$ cat src/rtl/tmds_encoder_8b10b.sv
// TMDS channel encoder: 8-bit pixel or 2-bit control symbol in, 10-bit DC-balanced
// character out, two register stages (transition minimisation, then DC balance).
module tmds_encoder_8b10b (
  input  logic       clk_i,
  input  logic       rst_n_i,
  input  logic       de_i,
  input  logic [7:0] data_i,
  input  logic [1:0] c_i,
  output logic [9:0] tmds_o
);

  logic [8:0]        qm_d, qm_q;
  logic [3:0]        n1q_d, n1q_q;
  logic              de_d, de_q;
  logic [1:0]        c_d, c_q;
  logic [9:0]        tmds_d, tmds_q;
  logic signed [4:0] cnt_d, cnt_q;

  logic [7:0]        data_s;
  logic [3:0]        n1d_s;
  logic              use_xnor_s;
  logic signed [4:0] n1_s, n0_s, diff_s;

  // Stage 1: pick XOR/XNOR chaining and count ones of the chained word.
  always_comb begin
    // Blank data during control periods so undriven pixel inputs cannot leak through.
    data_s = de_i ? data_i : 8'h00;
    n1d_s  = 4'd0;
    for (int i = 0; i < 8; i++) begin
      n1d_s = n1d_s + {3'd0, data_s[i]};
    end
    use_xnor_s = (n1d_s > 4'd4) || ((n1d_s == 4'd4) && (data_s[0] == 1'b0));
    qm_d       = 9'd0;
    qm_d[0]    = data_s[0];
    for (int i = 1; i < 8; i++) begin
      qm_d[i] = use_xnor_s ? ~(qm_d[i-1] ^ data_s[i]) : (qm_d[i-1] ^ data_s[i]);
    end
    qm_d[8] = ~use_xnor_s;
    n1q_d   = 4'd0;
    for (int i = 0; i < 8; i++) begin
      n1q_d = n1q_d + {3'd0, qm_d[i]};
    end
    de_d = de_i;
    c_d  = c_i;
  end

  // Stage 2: control codes, or data with optional inversion to steer running disparity.
  always_comb begin
    n1_s   = $signed({1'b0, n1q_q});
    n0_s   = 5'sd8 - n1_s;
    diff_s = n1_s - n0_s;
    tmds_d = 10'h354;
    cnt_d  = cnt_q;
    if (!de_q) begin
      cnt_d = 5'sd0;
      case (c_q)
        2'b00:   tmds_d = 10'h354;
        2'b01:   tmds_d = 10'h0AB;
        2'b10:   tmds_d = 10'h154;
        2'b11:   tmds_d = 10'h2AB;
        default: tmds_d = 10'h354;
      endcase
    end else if ((cnt_q == 5'sd0) || (n1_s == n0_s)) begin
      tmds_d = {~qm_q[8], qm_q[8], qm_q[8] ? qm_q[7:0] : ~qm_q[7:0]};
      cnt_d  = qm_q[8] ? (cnt_q + diff_s) : (cnt_q - diff_s);
    end else if (((cnt_q > 5'sd0) && (n1_s > n0_s)) || ((cnt_q < 5'sd0) && (n0_s > n1_s))) begin
      tmds_d = {1'b1, qm_q[8], ~qm_q[7:0]};
      cnt_d  = cnt_q + (qm_q[8] ? 5'sd2 : 5'sd0) - diff_s;
    end else begin
      tmds_d = {1'b0, qm_q[8], qm_q[7:0]};
      cnt_d  = cnt_q - (qm_q[8] ? 5'sd0 : 5'sd2) + diff_s;
    end
  end

  // Pipeline and disparity registers with synchronous flush.
  always_ff @(posedge clk_i) begin
    if (!rst_n_i) begin
      qm_q   <= 9'd0;
      n1q_q  <= 4'd0;
      de_q   <= 1'b0;
      c_q    <= 2'b00;
      tmds_q <= 10'h354;
      cnt_q  <= 5'sd0;
    end else begin
      qm_q   <= qm_d;
      n1q_q  <= n1q_d;
      de_q   <= de_d;
      c_q    <= c_d;
      tmds_q <= tmds_d;
      cnt_q  <= cnt_d;
    end
  end

  assign tmds_o = tmds_q;

endmodule
$ cat config.mk
export PLATFORM = sky130hd
export DESIGN_NAME = tmds_encoder_8b10b
export DESIGN_NICKNAME = d
export VERILOG_FILES = /design/src/rtl/tmds_encoder_8b10b.sv
export SDC_FILE = /design/constraint.sdc
export NUM_CORES = 1
export LEC_CHECK = 0
export ABC_CLOCK_PERIOD_IN_PS = 14200
export CORE_MARGIN = 2
export CORE_UTILIZATION = 40
export CTS_BUF_LIST = sky130_fd_sc_hd__clkbuf_4 sky130_fd_sc_hd__clkbuf_8 sky130_fd_sc_hd__clkbuf_16
export CTS_CLUSTER_SIZE = 24
export DETAILED_ROUTE_END_ITERATION = 12
export PLACE_DENSITY_LB_ADDON = 0.15
export REMOVE_ABC_BUFFERS = 1
export SLEW_MARGIN = 40
export SYNTH_ARGS = -nofsm -noshare
export SYNTH_HDL_FRONTEND = slang
export SYNTH_SLANG_ARGS = --single-unit
$ cat constraint.sdc
create_clock -name clk_i -period 14.2 [get_ports clk_i]
set_input_delay 2.84 -clock clk_i [delete_from_list [all_inputs] [get_ports clk_i]]
set_output_delay 2.84 -clock clk_i [all_outputs]
set_load 0.02 [all_outputs]
==> results.cfg, run 1 <==
[clock_tree]
insertion_delay_ps = 270
cts_buffers = 5
cts-root-buf = clkbuf_8
cts_setup_buffers = 0
htreeDepth = 2
cts.path.max_buffers = 2
numClockSinks = 31
postCtsResizedCells = 0
cts_tree = yes
clk_pin_slew_ps = 60
holdBufCountCts = 0

[layout]
final_cell_mix = dfxtp_1, ha_1, inv_1
fin_nets = 349
final_common_cell = dfxtp_1
area_growth_pct = 14.3
antenna_cells = 0
nFillCells = 607
utilization = 0.465
layout-drive-gt1-share = 0.0780
stdcell_count = 372

[synthesis]
synthFlopType = dfxtp_1
syn-cell-area_um2 = 2540
yosysTopAreaCell = dfxtp_1
synth_top_family_by_area = adder cells
ys_seq_area_frac = 0.245
async_reset_ff_frac = 0
synth-edff-count = 0
synth_cells = 274
synth_top_area_share = 0.245
ys_types = 55
synth_compound_area_frac = 0.149
synth.area.top_cells = dfxtp_1, ha_1, fa_1
ys_ff_latch = 31
yosys.area_share.adder = 0.238
synth-xor-area-share = 0.132
yosys.area_share.simple = 0.157
synth.area.mux_share = 0.0207
avgSynthCellArea_um2 = 9.26
yosys_warnings = 0

[routing]
drc = 0
ant_nets = 0
viasPerCell = 4.85
first_pass_iters = 4
drt-initial-drc-count = 75
wire_per_inst_um = 12.3
dr_total_vias = 1805
wirelength_um = 4580

[setup_path]
critPathRequiredTime_ps = 14360
r2r_slack_ps = 9670
crit_fanout = 11
arrival_ps = 9150
crit_type = in2reg
worst_setup_path_end_kind = register
worstSetupStartpointType = input port

[floorplanning]
rows = 29
die_w_um = 83.6
io-pin-count = 23
die_y_um = 83.6
floorplan.initialDensity = 0.407
die-area_um2 = 7000
core-area_um2 = 6240

[timing]
fin_crit_sh = 0.633
slew_viol_final = 0
slew_headroom = 0.557
tightest_slew_ps = 662
fmax_ghz = 0.111
setup_violations = 0
rsz0062_at_grt = false
hold_violations = 0
fin_tns_setup_ps = 0
layout_min_cycle_time_ps = 8990
skew_ps = 4.02

[min_path]
hp-class = reg2reg

[placement]
hpwl_um = 3800
routabilityCongestion = 0.785
dp.cells = 365
io_buffers = 22

[grt]
first_global_vias = 1780
track_usage = 0.139
grt_max_degree = 24
grt.overflow.total = 0
grt_pass1_wl_um = 8160
antenna_found_initial = 0

[run]
cap_viol_max_count = 0

[status]
status = finished, final reports clean
## cell type report
| type | count | area, um^2 | area share |
|---|---|---|---|
| clock buffers | 6 | 82.6 | 0.0285 |
| clock inverters | 1 | 5.00 | 0.00173 |
| inverters | 29 | 109 | 0.0375 |
| multi-input cells | 206 | 1770 | 0.609 |
| flip-flops and latches | 31 | 621 | 0.214 |
| well taps | 77 | 96.3 | 0.0332 |
| repair buffers | 22 | 220 | 0.0759 |
## cell usage after synthesis (all sizes together) (3+ instances only)
master / count
dfxtp: 31
ha: 29
inv: 29
and2: 18
xnor2: 18
xor2: 15
nand2: 14
a21oi: 13
o21ai: 13
fa: 12
nor2: 11
a21o: 9
clkbuf: 5
nor3: 5
nor2b: 4
and3: 3
buf: 3
mux2i: 3
nand2b: 3
## state kept, by name, indices dropped and copies added (netlist names), named ones only
| signal | flops |
|---|---|
| qm_q | 9 |
| n1q_q | 4 |
| cnt_q | 4 |
| c_q | 2 |
| tmds_o | 10 |
| de_q | 1 |
## worst max-delay path: stages
cell             delay (ps)
clkdlybuf4s50_1         550
and2_1                  300
fa_1                    560
inv_1                    50
fa_1                    530
inv_1                    50
fa_1                    470
ha_1                    240
fa_1                    430
nor3b_1                 240
o21ai_0                 130
a21oi_2                 360
xnor2_1                 210
xor2_1                  230
fa_1                    530
inv_1                    50
fa_1                    510
ha_1                    170
inv_1                    60
fa_1                    370
xnor2_1                 130
and2_1                  150
## final timing paths
path,from,end,cells after the start
min reg2reg,register,register,1
min,register,register,1
max reg2reg,n1q_q[1],cnt_q[4],17
max,de_i,n1q_q[2],22
## per-layer routing
metal / share of wire / vias up / global-route usage / wire, um
met5: 0 / - / 0 / 0
met4: 0.0039 / 0 / 0.0308 / 18
met3: 0.015 / 2 / 0.0227 / 70
met2: 0.47 / 13 / 0.225 / 2140
met1: 0.51 / 831 / 0.196 / 2350
li1: - / 959 / - / -
## kinds of logic after synthesis
family	Yosys count
flip-flops	31
AO/OA/AOI/OAI	54
adder cells (fa/ha/maj)	41
buffers and inverters	37
multiplexers	5
AND/OR/NAND/NOR	72
XOR/XNOR	34
## stage by stage
stage,cell area [um^2],setup WS [ps],hold WS (ps)
finish,2900,5210,494
floorplan,2500,5870,453
global placement,2810,5060,480
CTS,2900,5180,498
detailed placement,2810,4890,489
global route,2900,4820,532
Power of run 1 is left out: the tool's default activity adds up to more than one toggle a clock period on the data nets, which glitch-free logic cannot reach.
==> run 2: changes to the inputs <==
ABC_CLOCK_PERIOD_IN_PS = 9180   (was 14200)
clock period = 9.18 ns   (was 14.2 ns; I/O delays follow)
==> results.cfg, run 2 (synthesized netlist as in run 1, its figures left out) <==
[status]
status = finished, final reports clean

[layout]
largest_reg_flops = 10
stdcell_count = 372
fin_nets = 349
area_growth_pct = 14.3
layout-drive-gt1-share = 0.0780
final_cell_mix = dfxtp_1, ha_1, inv_1
antenna_cells = 0
final_common_cell = dfxtp_1

[timing]
setup_violations = 0
rsz0062_at_grt = false
fmax_ghz = 0.125
fin_tns_setup_ps = 0
hold_violations = 0
fin_crit_sh = 0.870
slew_headroom = 0.547
layout_min_cycle_time_ps = 7990
skew_ps = 4.35
tightest_slew_ps = 677
slew_viol_final = 0

[floorplanning]
die_w_um = 83.6
core-area_um2 = 6240
floorplan.initialDensity = 0.407
rows = 29
die_y_um = 83.6
io-pin-count = 23
die-area_um2 = 7000

[routing]
drt-initial-drc-count = 93
drc = 0
wirelength_um = 4670
dr_total_vias = 1816
wire_per_inst_um = 12.6
viasPerCell = 4.88
ant_nets = 0
first_pass_iters = 4

[clock_tree]
cts_tree = yes
clk_pin_slew_ps = 60
cts-root-buf = clkbuf_8
numClockSinks = 31
holdBufCountCts = 0
cts_setup_buffers = 0
htreeDepth = 2
insertion_delay_ps = 270
postCtsResizedCells = 0
cts_buffers = 5
cts.path.max_buffers = 2

[setup_path]
cpPeakStageDelay_ps = 560
worstSetupStartpointType = input port
ff2ff_path_depth = 17
slowest_stage = fa_1
path_buf_inv = 5
path_common_cell = fa_1
cp_top_family = adder cells
crit_chain = clkdlybuf4s50_1, and2_1, fa_1, inv_1, fa_1, inv_1, fa_1, ha_1, fa_1, nor3b_1, o21ai_0, a21oi_2, xnor2_1, xor2_1, fa_1, inv_1, fa_1, ha_1, inv_1, fa_1, xnor2_1, and2_1
crit_type = in2reg
reg2reg_to = cnt_q[4]
crit_fanout = 11
worst_setup_path_end_kind = register
critPathRequiredTime_ps = 9340
r2r_slack_ps = 4630
arrival_ps = 8150
r2r_start = n1q_q[1]

[grt]
grt_pass1_wl_um = 8140
grt_max_degree = 24
track_usage = 0.140
antenna_found_initial = 0
grt.overflow.total = 0
first_global_vias = 1785

[min_path]
hp-class = reg2reg
holdPathStages = 1

[placement]
routabilityCongestion = 0.785
hpwl_um = 3810
dp.cells = 365
io_buffers = 22

[run]
cap_viol_max_count = 0
-- run 2: cell counts in the layout (fill, tap and decap cells not counted) --
No cell type changed its count.
-- run 2: final cells by class --
class | instances | area, um^2
fill | 605 | 3340
multi-input combinational | 206 | 1770
sequential | 31 | 621
timing repair buffer | 22 | 220
inverter | 29 | 109
tap | 77 | 96.3
clock buffer | 6 | 82.6
clock inverter | 1 | 5.00
-- run 2: worst max path at each step --
stage          cells past startpoint  endpoint       from  slack (ps)
2_1_floorplan                     21  n1q_q[2]  data_i[0]        1850
3_3_place_gp                      22  n1q_q[2]       de_i        1050
3_5_place_dp                      22  n1q_q[2]       de_i         860
4_1_cts                           22  n1q_q[2]       de_i        1140
5_1_grt                           22  n1q_q[2]       de_i         810
6_report                          22  n1q_q[2]       de_i        1190
-- run 2: stage by stage --
step | hold slack (ps) | area (um^2) | utilization | worst slack (ps)
after floorplan | 453 | 2500 | - | 1850
after global routing | 532 | 2900 | 0.465 | 805
after CTS | 498 | 2900 | 0.465 | 1140
after detailed placement | 489 | 2810 | 0.451 | 859
after global placement | 480 | 2810 | 0.451 | 1050
final | 494 | 2900 | 0.465 | 1190
-- run 2: worst reg2reg max path, stage by stage, from the launching register on --
cell and delay, ps:
dfxtp_1 470, inv_1 100, ha_1 280, inv_1 70, ha_1 290, xor2_2 270
xor2_1 270, inv_1 160, ha_1 290, mux2_2 300, ha_1 280, a21o_1 170
a21o_1 200, a2111oi_0 380, nor4_1 150, and3_1 200, or4_1 470, o211ai_1 100
-- run 2: layer usage --
layer  share of wire  up-vias  global-route usage
met3           0.012        4              0.0208
met2            0.46       14               0.226
met1            0.52      839               0.197
met5               0        -                   0
met4          0.0039        0              0.0352
li1                -      959                   -
Power of run 2 is left out for the same reason.
==> variant (config.mk and constraints of run 2) <==
Remove the register `tmds_q`: a continuous assignment takes its place, so the output `tmds_o` follows one clock earlier.
--- a/src/rtl/tmds_encoder_8b10b.sv
+++ b/src/rtl/tmds_encoder_8b10b.sv
@@ -80,5 +80,4 @@
       de_q   <= 1'b0;
       c_q    <= 2'b00;
-      tmds_q <= 10'h354;
       cnt_q  <= 5'sd0;
     end else begin
@@ -87,9 +86,10 @@
       de_q   <= de_d;
       c_q    <= c_d;
-      tmds_q <= tmds_d;
       cnt_q  <= cnt_d;
     end
   end
 
+  assign tmds_q = tmds_d;
+
   assign tmds_o = tmds_q;
 
Function: changed (Yosys sat finds a counterexample within 4 cycles, from zero or initial values and one cycle with rst_n_i low).
==> variant against run 2 <==
- non-clock buffer count stayed put
- clock skew hardly changed
- critical path depth is 1 higher
- cell area is 11% lower
- routed wire length is 14% lower
- worst setup slack better by 0.017 ns
- synthesized area is 11% lower
- sequential cell count is 10 lower
- first-iteration DRC count is 46% lower
Power is not shown: default switching activity piles up to over one toggle a cycle in this logic, so the estimate is an artifact.
==> variant: results (changes against run 2) <==
met3 usage in global routing 1.25% (-0.83 points); filler cell count 551 (-8.9%); adder-cell share of the synthesized area 26.6% (+2.8 points); vias per cell 4.73 (-3.1%); Area after DPL 2540 sq um (-9.6%); multi-input logic portion of the cell area 65.3% (+4.4 points); R2R depth 17 (unchanged); post-route worst hold slack 0.496 ns (+0.00165 ns); layout clock buffer count 4 (-2); ratio of cells with drive above 1 in the final layout 8.21% (+0.41 points); clock transition at the registers of the reported paths 0.08 ns (+0.02 ns); first-pass GRT wire length 7050 microns (-13%); number of DRC violations after detailed-routing iteration 0 50 (-46%); number of instances resized during post-cts repair 0 (unchanged); inverter count of the layout excluding clock inverters 32 (+10%); slowest cell on the critical path sky130_fd_sc_hd__clkdlybuf4s50_1; largest cells by area after synthesis sky130_fd_sc_hd__dfxtp_1 (19%), sky130_fd_sc_hd__ha_1 (16%), sky130_fd_sc_hd__fa_1 (11%), sky130_fd_sc_hd__xor2_1 (6.6%), sky130_fd_sc_hd__xnor2_1 (5.4%); DP Cell Count 336 (-7.9%); skew final 0.00435 ns (-0.00000203 ns); met1 layer wirelength in the final routing 1850 microns (-24%); CTS sink cnt 21 (-32%); Max Fclk 125 MHz (+0.21%); source-to-sink clock delay at the later pin of the worst-skew pair 0.25 ns (-0.02 ns); Synth Area in XOR/XNOR 14.4% (+1.3 points); number of levels the H-tree was split into 1 (-1); proportion of cell area spent on the clock network 1.88% (-1.1 points); weighted congestion at the end of routability-driven global placement 0.736 (-6.3%); average footprint of a synthesized cell 9.19 sq um (-0.77%); total routing usage reported by global routing 13.9% (-0.13 points); worst setup timing slack at the placement stage 0.876 ns (+0.0167 ns); met2 routed wirelength 2070 microns (-4.8%); Net count, final 323 (-7.4%); GR met1 Demand/Resource 17.0% (-2.7 points); most instantiated cells after synthesis sky130_fd_sc_hd__inv_1 (30), sky130_fd_sc_hd__ha_1 (29), sky130_fd_sc_hd__dfxtp_1 (21); mux contribution to synthesized area 2.92% (+0.85 points); Post-Route WL 4010 microns (-14%); Detail Placement HPWL 3460 microns (-9.2%); Multi-input gate area 1690 sq um (-4.2%); total area of sequential cells 420 sq um (-32%); routing usage on met2 25.9% (+3.3 points); Bufs and invs on worst path 6 (+1); non-clk buf share 8.49% (+0.90 points); wire length on met3 36 microns (-37%); share of the synthesized area in compound gates (AO/OA/AOI/OAI) 12.8% (-2.0 points); post-synth cell types 49 (-11%); vias post-DR 1608 (-11%); number of buffers added by the clock tree synthesis step 3 (-2); final routed DRC violation total 0 (unchanged); outcome complete, no violations; largest net degree at the start of global routing 19 (-21%); count of multi-input combinational gates 189 (-8.3%); Relative slew margins 62.3% (+7.6 points); sequential fraction of the synthesis area 18.5% (-5.9 points); via count of the first global-routing pass 1656 (-7.2%); reg-to-reg slack, setup 5.39 ns (+0.76 ns)
variant: cell count changes after synthesis, moves of 2 or more:
cell	change
sky130_fd_sc_hd__nor2_1	+6
sky130_fd_sc_hd__xnor2_1	-2
sky130_fd_sc_hd__nand2_1	-4
sky130_fd_sc_hd__a21oi_1	-4
sky130_fd_sc_hd__inv_1	+2
sky130_fd_sc_hd__nand2b_1	-3
sky130_fd_sc_hd__buf_2	-2
sky130_fd_sc_hd__o21ai_0	-8
sky130_fd_sc_hd__or2_2	-2
sky130_fd_sc_hd__o211ai_1	-2
sky130_fd_sc_hd__xor2_1	+3
sky130_fd_sc_hd__dfxtp_1	-10
sky130_fd_sc_hd__o22ai_1	-2
variant: cell families (layout without fill, tap and decap cells):
group                      Yosys count  after routing
and+or+nand+nor                     71             71
adders and majority gates           41             41
AOI/OAI and AO/OA                   37             37
buffers and inverters               37             58
xor gates and xnor gates            34             34
DFF                                 21             21
muxes                                6              6
